`config.mk`:
```
export PLATFORM = sky130hd
export DESIGN_NAME = clint
export DESIGN_NICKNAME = d
export VERILOG_FILES = /design/src/rtl/clint.sv
export SDC_FILE = /design/constraint.sdc
export NUM_CORES = 1
export LEC_CHECK = 0
export CORE_ASPECT_RATIO = 0.9
export CORE_UTILIZATION = 45
export DETAILED_ROUTE_END_ITERATION = 10
export GPL_TIMING_DRIVEN = 0
export PLACE_DENSITY = 0.71
export SLEW_MARGIN = 20
export SYNTH_ARGS = -nofsm -noshare
export SYNTH_HDL_FRONTEND = slang
export SYNTH_SLANG_ARGS = --single-unit
```
`constraint.sdc`:
```
create_clock -name clk -period 6.6 [get_ports clk]
set_clock_uncertainty 0.1 [all_clocks]
set_input_delay 1.32 -clock clk [delete_from_list [all_inputs] [get_ports clk]]
set_output_delay 1.32 -clock clk [all_outputs]
set_load 0.01 [all_outputs]
```
`src/rtl/clint.sv`:
```
// clint: core-local interruptor with MSIP, MTIMECMP and MTIME on a valid/ready bus.
// Ports: clk/rst (async, active-high); req_valid/req_ready/req_wen/req_addr/req_wdata request channel;
//        resp_valid/resp_ready/resp_rdata/resp_err response channel; extint_software, extint_timer levels.
// Build option: define CLINT_PRESCALER_EN to advance mtime once every TICK_DIV clocks; otherwise every clock.
module clint #(
  parameter logic [15:0] TICK_DIV = 16'd100
) (
  input  logic        clk,
  input  logic        rst,
  input  logic        req_valid,
  output logic        req_ready,
  input  logic        req_wen,
  input  logic [15:0] req_addr,
  input  logic [63:0] req_wdata,
  output logic [63:0] resp_rdata,
  output logic        resp_err,
  output logic        resp_valid,
  input  logic        resp_ready,
  output logic        extint_software,
  output logic        extint_timer
);
  typedef enum logic {IDLE, RESP} state_t;
  state_t state;
  logic msip;
  logic [63:0] mtimecmp;
  logic [63:0] mtime;
  logic tick;
  logic accept;
  logic hit_msip;
  logic hit_cmp;
  logic hit_time;
  logic [63:0] rd;
  assign req_ready  = state == IDLE;
  assign resp_valid = state == RESP;
  assign accept     = req_ready && req_valid;
  // Exact-offset matches also reject every misaligned address.
  assign hit_msip = req_addr == 16'h0000;
  assign hit_cmp  = req_addr == 16'h4000;
  assign hit_time = req_addr == 16'hBFF8;
  assign rd = hit_msip ? {63'd0, msip} : hit_cmp ? mtimecmp : hit_time ? mtime : 64'd0;
`ifdef CLINT_PRESCALER_EN
  logic [15:0] presc;
  assign tick = presc == TICK_DIV - 16'd1;
  always_ff @(posedge clk or posedge rst)
    if (rst) presc <= 16'd0;
    else presc <= tick ? 16'd0 : presc + 16'd1;
`else
  // Every clock is a tick; a zero divider is outside the legal range and never occurs.
  assign tick = TICK_DIV != 16'd0;
`endif
  always_ff @(posedge clk or posedge rst)
    if (rst) begin
      state           <= IDLE;
      msip            <= 1'b0;
      mtimecmp        <= '1;
      mtime           <= 64'd0;
      resp_rdata      <= 64'd0;
      resp_err        <= 1'b0;
      extint_software <= 1'b0;
      extint_timer    <= 1'b0;
    end else begin
      extint_software <= msip;
      extint_timer    <= mtime >= mtimecmp;
      // A software write to mtime overrides the tick increment on the same edge.
      mtime <= (accept && req_wen && hit_time) ? req_wdata : mtime + 64'(tick);
      if (accept && req_wen && hit_msip) msip <= req_wdata[0];
      if (accept && req_wen && hit_cmp) mtimecmp <= req_wdata;
      if (accept) begin
        state      <= RESP;
        resp_rdata <= req_wen ? 64'd0 : rd;
        resp_err   <= !(hit_msip || hit_cmp || hit_time);
      end else if (state == RESP && resp_ready) state <= IDLE;
    end
endmodule
```
==> results of run 1 <==
## synthesized netlist by cell type, types with 2 or more instances
library cell,number,share of area
nor4_1,16,0.0093
dfstp_2,64,0.16
nor2_1,20,0.0070
a22oi_1,63,0.044
a2111oi_0,2,0.0016
and3_1,10,0.0058
mux2_1,7,0.0073
or3_1,3,0.0017
nand3_2,2,0.0019
buf_1,8,0.0028
nor3_1,13,0.0060
ha_1,65,0.076
and3_2,3,0.0021
inv_1,82,0.029
a21oi_1,26,0.012
dfrtp_1,133,0.31
and2_1,4,0.0023
xor2_1,20,0.016
nor2b_1,2,0.0012
o21ai_0,118,0.055
nand3_4,2,0.0033
clkbuf_2,3,0.0014
and4_1,8,0.0065
o31ai_1,2,0.0014
a211o_1,2,0.0016
nand3_1,29,0.013
xnor2_1,41,0.033
o211ai_1,2,0.0014
mux2_2,58,0.061
o21ai_1,16,0.0074
nand4_1,25,0.015
nor4_2,10,0.012
clkbuf_1,17,0.0059
nand2_1,158,0.055
a21o_1,9,0.0063
buf_2,26,0.012
a211oi_1,2,0.0014
buf_4,4,0.0028
## layout by cell type, fill, tap and decap left out, types with 4 or more instances in the layout
master             n
o21ai_1           16
nand2_1          158
xor2_1            20
clkbuf_16         17
nor3_1            13
nor4_1            16
buf_1              8
a21o_1             9
ha_1              65
clkbuf_1          18
inv_1             81
dfstp_2           64
buf_12             6
and3_1            10
and4_1             8
dfrtp_1          133
xnor2_1           41
mux2_1             7
nand4_1           25
a21oi_1           26
buf_4              4
buf_2             26
nand3_1           29
o21ai_0          118
nor4_2            10
clkdlybuf4s50_1  153
nor2_1            20
and2_1             4
a22oi_1           63
mux2_2            58
## routing by layer
layer | track usage | vias to the layer above | part of all wire
met5 | 0 | - | 0
met4 | 0.0683 | 0 | 0.015
met3 | 0.0385 | 27 | 0.049
met2 | 0.381 | 229 | 0.46
met1 | 0.348 | 4307 | 0.47
li1 | - | 4197 | -
## worst register-to-register path, stage by stage, from the launching register on
cell	delay, ns
dfstp_2	0.55
inv_1	0.05
ha_1	0.32
a21oi_1	0.16
nand2_1	0.07
a221o_1	0.34
a211o_1	0.32
a2111oi_0	0.70
o21ai_0	0.19
## cell type report
cell class | count | area [µm²] | area share
Tap cell | 302 | 378 | 0.0282
Clock inverter | 11 | 125 | 0.00934
Timing Repair Buffer | 159 | 1650 | 0.123
Sequential cell | 197 | 5010 | 0.374
Multi-Input combinational cell | 751 | 5160 | 0.386
Inverter | 82 | 312 | 0.0233
Clock buffer | 21 | 470 | 0.0351
Buffer | 59 | 280 | 0.0209
## path summary, 6_finish.rpt
check                                   to  slack, ns  depth (start not counted)
max                              mtime[31]       2.83                          8
min                        extint_software       0.30                          0
max reg2reg                   extint_timer       3.65                          8
min reg2reg                extint_software       0.30                          0
max in group asynchronous     mtimecmp[32]       4.31                          4
min in group asynchronous    resp_rdata[6]       1.21                          2
## report_power, final
part           total, W  internal (W)  switching (W)
sequential      0.00122       0.00122     0.00000730
clock           0.00106      0.000590       0.000471
combinational  0.000160     0.0000726      0.0000874
total           0.00244       0.00188       0.000566
## per-stage QoR
stage | hold slack (ns) | utilization | power, W | setup slack, ns | cells
after floorplan | 0.268 | - | 0.00130 | 2.69 | 1089
after global placement | 0.290 | 0.542 | 0.00139 | 1.02 | 1544
after detailed placement | 0.287 | 0.547 | 0.00141 | 2.46 | 1550
after CTS | 0.303 | 0.572 | 0.00246 | 2.89 | 1582
after global routing | 0.319 | 0.572 | 0.00252 | 2.70 | 1582
final | 0.302 | 0.572 | 0.00244 | 2.83 | 1582
## kinds of logic (layout without fill, tap and decap cells)
| group | count (synthesis) | count (layout) | share of synthesized area |
|---|---|---|---|
| compound gates | 246 | 246 | 0.135 |
| xor+xnor | 61 | 61 | 0.0496 |
| flops | 197 | 197 | 0.465 |
| buf+inv | 141 | 332 | 0.0546 |
| fa+ha+maj | 65 | 65 | 0.0756 |
| mux | 66 | 66 | 0.0689 |
| simple gates | 313 | 313 | 0.151 |
## state kept, by name, indices dropped and copies added (netlist names)
signal and cells:
mtime 64, msip 1, resp_rdata 64, extint_timer 1, extint_software 1, resp_err 1
resp_valid 1, mtimecmp 64
==> out/metrics.cfg, run 1 <==
[place]
dp_hpwl_mm = 21.0
gp_congestion = 0.840
placed_area_mm2 = 0.0128
port_buffers = 153

[min_path]
min_from = msip
hold_class = flip-flop to flip-flop

[setup_path]
slowest_delay_ns = 0.73
critical_path_class = input port to flip-flop
crit_buf_inv = 3
worstSetupEndpointType = flip-flop
crit_family = simple AND/OR/NAND/NOR gates
critPathRequiredTime_ns = 6.84
path_max_fanout = 10
path_common_cell = buf_2
startpoint = req_addr[2]
r2r_start = mtimecmp[46]
critPathArrivalTime_ns = 4.01
path_cells = clkdlybuf4s50_1 > or3_1 > nor4_1 > and3_1 > buf_2 > buf_2 > nand2_1 > o21ai_0
worst_setup_path_start_kind = input port
crit_path_top_delay_cell = nor4_1

[cells_and_area]
drive_above_1_share = 0.169
syn_to_final_growth_pct = 24.4
stdcell_area_mm2 = 0.0134
nets = 1417
n_antenna_cell = 0
final.fill_count = 2098

[global_routing]
overflow = 0
antenna_found_initial = 0
grt_use_total = 0.243
grt_pass1_wl_mm = 45.9
grt_pass1_vias = 8637
grt_start_max_net_pins = 34

[cts]
clock_latency_ns = 0.44
clock_sinks = 197
cts.repair.resized = 0
cts_root_buf = clkbuf_16
cts_setup_buffers = 0
cts_tree = yes
clk_pin_slew_worst_paths_ns = 0.07
cts_max_path_buffers = 2
holdBufCountCts = 0
cts_buffers = 17
h-tree-depth = 4

[sta]
period_share = 0.571
worst_pin_slew_ns = 0.809
tns_ns = 0
finalHoldViolCount = 0
min_period_ns = 3.77
slew_headroom = 0.456
rsz0062_at_grt = false
setup_viol = 0
fmax_ghz = 0.265
final_max_slew_viol_count = 0

[drt]
wl_mm = 28.5
via_per_inst = 5.54
drt-initial-drc-count = 565
drt_pre_antenna_iters = 5
post_drt_wl_per_cell_um = 18.0
drcViolationCount = 0
dr_total_vias = 8760
drtAntennaViolNets = 0

[yosys]
yosysSeqAreaShare = 0.465
syn-cell-area_mm2 = 0.0108
yosys_warnings = 0
synth_cell_types = 52
ys.flop_type = dfrtp_1
async_flop_share = 1.00
synth_cells = 1089
synth_edf_count = 0
syn_avg_cell_area_um2 = 9.88
ys_ff_latch = 197
syn_nets = 1239

[run]
maxCapViolations = 0

[floorplanning]
rows = 53
start_util = 0.460
io_pins = 154
die_w_um = 165
dieHeight_um = 149
die_area_mm2 = 0.0245
core_region_area_mm2 = 0.0234

[pwr]
p_leak_nw = 5.40
vdd_drop_max_uv = 135
powerDensity_mw_per_mm2 = 182

[run_status]
status = finished, final reports clean

Note: power is estimated with default switching activity, not from simulation.
==> run 2, diff against run 1 <==
Settings changed: PLACE_DENSITY 0.71 to 0.68.
Clock period 6.6 ns to 3.9 ns, I/O delays scaled along.
==> run 2 against run 1 <==
Compared with the run above: via count up 0.33%; sequential share of layout area is 0.13 points higher; largest cell class unchanged; global-route usage fell by 0.060 points; die area stayed put; critical path depth did not move; total power up 65%; clock power grew 60%; largest power group unchanged; non-clock buffer count stayed put; register-to-register slack got worse by 2.7 ns; worst hold slack better by 0.072 ns.
==> out/metrics.cfg, run 2 (synthesis results as in run 1) <==
[run_status]
status = finished, final reports clean

[setup_path]
path_max_fanout = 10  ; unchanged
path_cells = clkdlybuf4s50_1 > nor4_1 > nand4_1 > nor2_1 > or3_1 > clkbuf_1 > clkbuf_1 > o21ai_0
crit_family = buffers and inverters
path_common_cell = clkbuf_1
critPathRequiredTime_ns = 4.09  ; -2.75 ns
critical_path_class = input port to flip-flop
crit_buf_inv = 3  ; unchanged
worst_setup_path_start_kind = input port
worstSetupEndpointType = flip-flop
slowest_delay_ns = 0.62  ; -0.11 ns
crit_path_top_delay_cell = clkbuf_1
critPathArrivalTime_ns = 3.41  ; -0.60 ns

[global_routing]
antenna_found_initial = 1  ; +1
overflow = 0  ; unchanged
grt_use_total = 0.243  ; -0.000599
grt_pass1_vias = 8514  ; -1.4%
grt_start_max_net_pins = 34  ; unchanged
grt_pass1_wl_mm = 45.7  ; -0.51%

[drt]
drcViolationCount = 0  ; unchanged
dr_total_vias = 8789  ; +0.33%
drt_pre_antenna_iters = 5  ; unchanged
drtAntennaViolNets = 0  ; unchanged
drt-initial-drc-count = 568  ; +0.53%
via_per_inst = 5.55  ; +0.27%
wl_mm = 28.5  ; about the same
post_drt_wl_per_cell_um = 18.0  ; about the same

[floorplanning]
io_pins = 154  ; unchanged
start_util = 0.460  ; unchanged
die_w_um = 165  ; unchanged
dieHeight_um = 149  ; unchanged
die_area_mm2 = 0.0245  ; unchanged
core_region_area_mm2 = 0.0234  ; unchanged
rows = 53  ; unchanged

[cts]
cts_tree = yes
clk_pin_slew_worst_paths_ns = 0.07  ; about the same
cts_root_buf = clkbuf_16
clock_sinks = 197  ; unchanged
h-tree-depth = 4  ; unchanged
cts_max_path_buffers = 2  ; unchanged
holdBufCountCts = 0  ; unchanged
cts_buffers = 17  ; unchanged
clock_latency_ns = 0.44  ; about the same
cts_setup_buffers = 0  ; unchanged
cts.repair.resized = 0  ; unchanged

[pwr]
vdd_drop_max_uv = 195  ; +45%
internal_power_w = 0.00309  ; +65%
p_sw_w = 0.000940  ; +66%
powerDensity_mw_per_mm2 = 302  ; +66%
p_leak_nw = 5.37  ; -0.54%
power_switching_share = 0.233  ; +0.00153
combinationalPowerShare = 0.067  ; +0.002
clkPwrFrac = 0.420  ; -0.014
seqPwrFrac = 0.513  ; +0.013

[sta]
period_share = 0.825
fmax_ghz = 0.311
whs_ns = 0.374  ; +0.0718 ns
slew_headroom = 0.450  ; -0.00533
min_period_ns = 3.22
tns_ns = 0  ; unchanged
rsz0062_at_grt = false
setup_viol = 0  ; unchanged
finalHoldViolCount = 0  ; unchanged
worst_pin_slew_ns = 0.824  ; +0.0155 ns
final_max_slew_viol_count = 0  ; unchanged

[place]
dp_hpwl_mm = 21.0  ; -0.16%
dpl.cell_count = 1550  ; unchanged
placed_area_mm2 = 0.0128  ; unchanged
port_buffers = 153  ; unchanged
gp_congestion = 0.868  ; +3.4%

[cells_and_area]
layout_common_cells = nand2_1, clkdlybuf4s50_1, dfrtp_1, o21ai_0, inv_1
nets = 1417  ; unchanged
reg_top3 = mtime: 64 flops, mtimecmp: 64 flops, resp_rdata: 64 flops
stdcell_count = 1583  ; +0.063%
syn_to_final_growth_pct = 24.0
drive_above_1_share = 0.166  ; -0.00313
stdcell_area_mm2 = 0.0133  ; -0.34%
final.fill_count = 2058  ; -1.9%
final_common_cell = nand2_1

[run]
maxCapViolations = 0  ; unchanged

[min_path]
hold_class = flip-flop to flip-flop

[run 2: cell types whose count changed in the layout (fill, tap and decap cells not counted)]
cell,before,now
bufinv_16,2,1
clkbuf_1,18,22
clkbuf_8,3,2
clkinv_4,3,1
clkinvlp_4,3,4
diode_2,0,1
inv_6,1,0
[run 2: layout make-up]
type / count / area, µm² / area share
clock inverter: 8 / 76.3 / 0.00572
sequential: 197 / 5010 / 0.375
clock buffer: 24 / 472 / 0.0353
tap: 302 / 378 / 0.0283
timing repair buffer: 159 / 1650 / 0.124
buffer: 59 / 280 / 0.0210
antenna: 1 / 2.50 / 0.000187
inverter: 82 / 312 / 0.0233
multi-input combinational: 751 / 5160 / 0.387
[run 2: power groups by stage]
stage / Combinational [W] / Clock (W) / Sequential, W
after floorplan: 0.0000898 / 0 / 0.00210
after global placement: 0.000257 / 0 / 0.00210
after detailed placement: 0.000274 / 0 / 0.00210
after CTS: 0.000275 / 0.00172 / 0.00207
after global routing: 0.000297 / 0.00180 / 0.00207
final: 0.000269 / 0.00170 / 0.00207
[run 2: worst reg2reg max path: stages (launching register included)]
cell       delay (ns)
dfstp_2          0.56
inv_1            0.05
ha_1             0.32
a21oi_1          0.15
nand2_1          0.07
a221o_1          0.34
a211o_1          0.32
a2111oi_0        0.68
o21ai_0          0.19
[run 2: final timing paths]
kind	from	to	slack [ns]	depth (start not counted)
max	req_addr[7]	resp_rdata[34]	0.68	8
min	msip	extint_software	0.37	0
max reg2reg	mtimecmp[46]	extint_timer	1.00	8
min reg2reg	msip	extint_software	0.37	0
max in group asynchronous	rst	mtimecmp[20]	1.98	5
min in group asynchronous	rst	resp_rdata[5]	0.66	2
[run 2: stage by stage]
step	worst slack, ns	utilization	power [W]
2_1_floorplan	0.526	-	0.00219
3_3_place_gp	-1.16	0.542	0.00236
3_5_place_dp	0.213	0.547	0.00238
4_1_cts	0.664	0.570	0.00406
5_1_grt	0.432	0.570	0.00417
6_report	0.682	0.570	0.00403
[run 2: routing by layer]
metal	share of wire	up-vias	wire, µm	global-route usage
met1	0.47	4323	13300	0.339
met5	0	-	0	0
met2	0.47	227	13300	0.383
li1	-	4207	-	-
met3	0.049	32	1390	0.0399
met4	0.019	0	529	0.0761
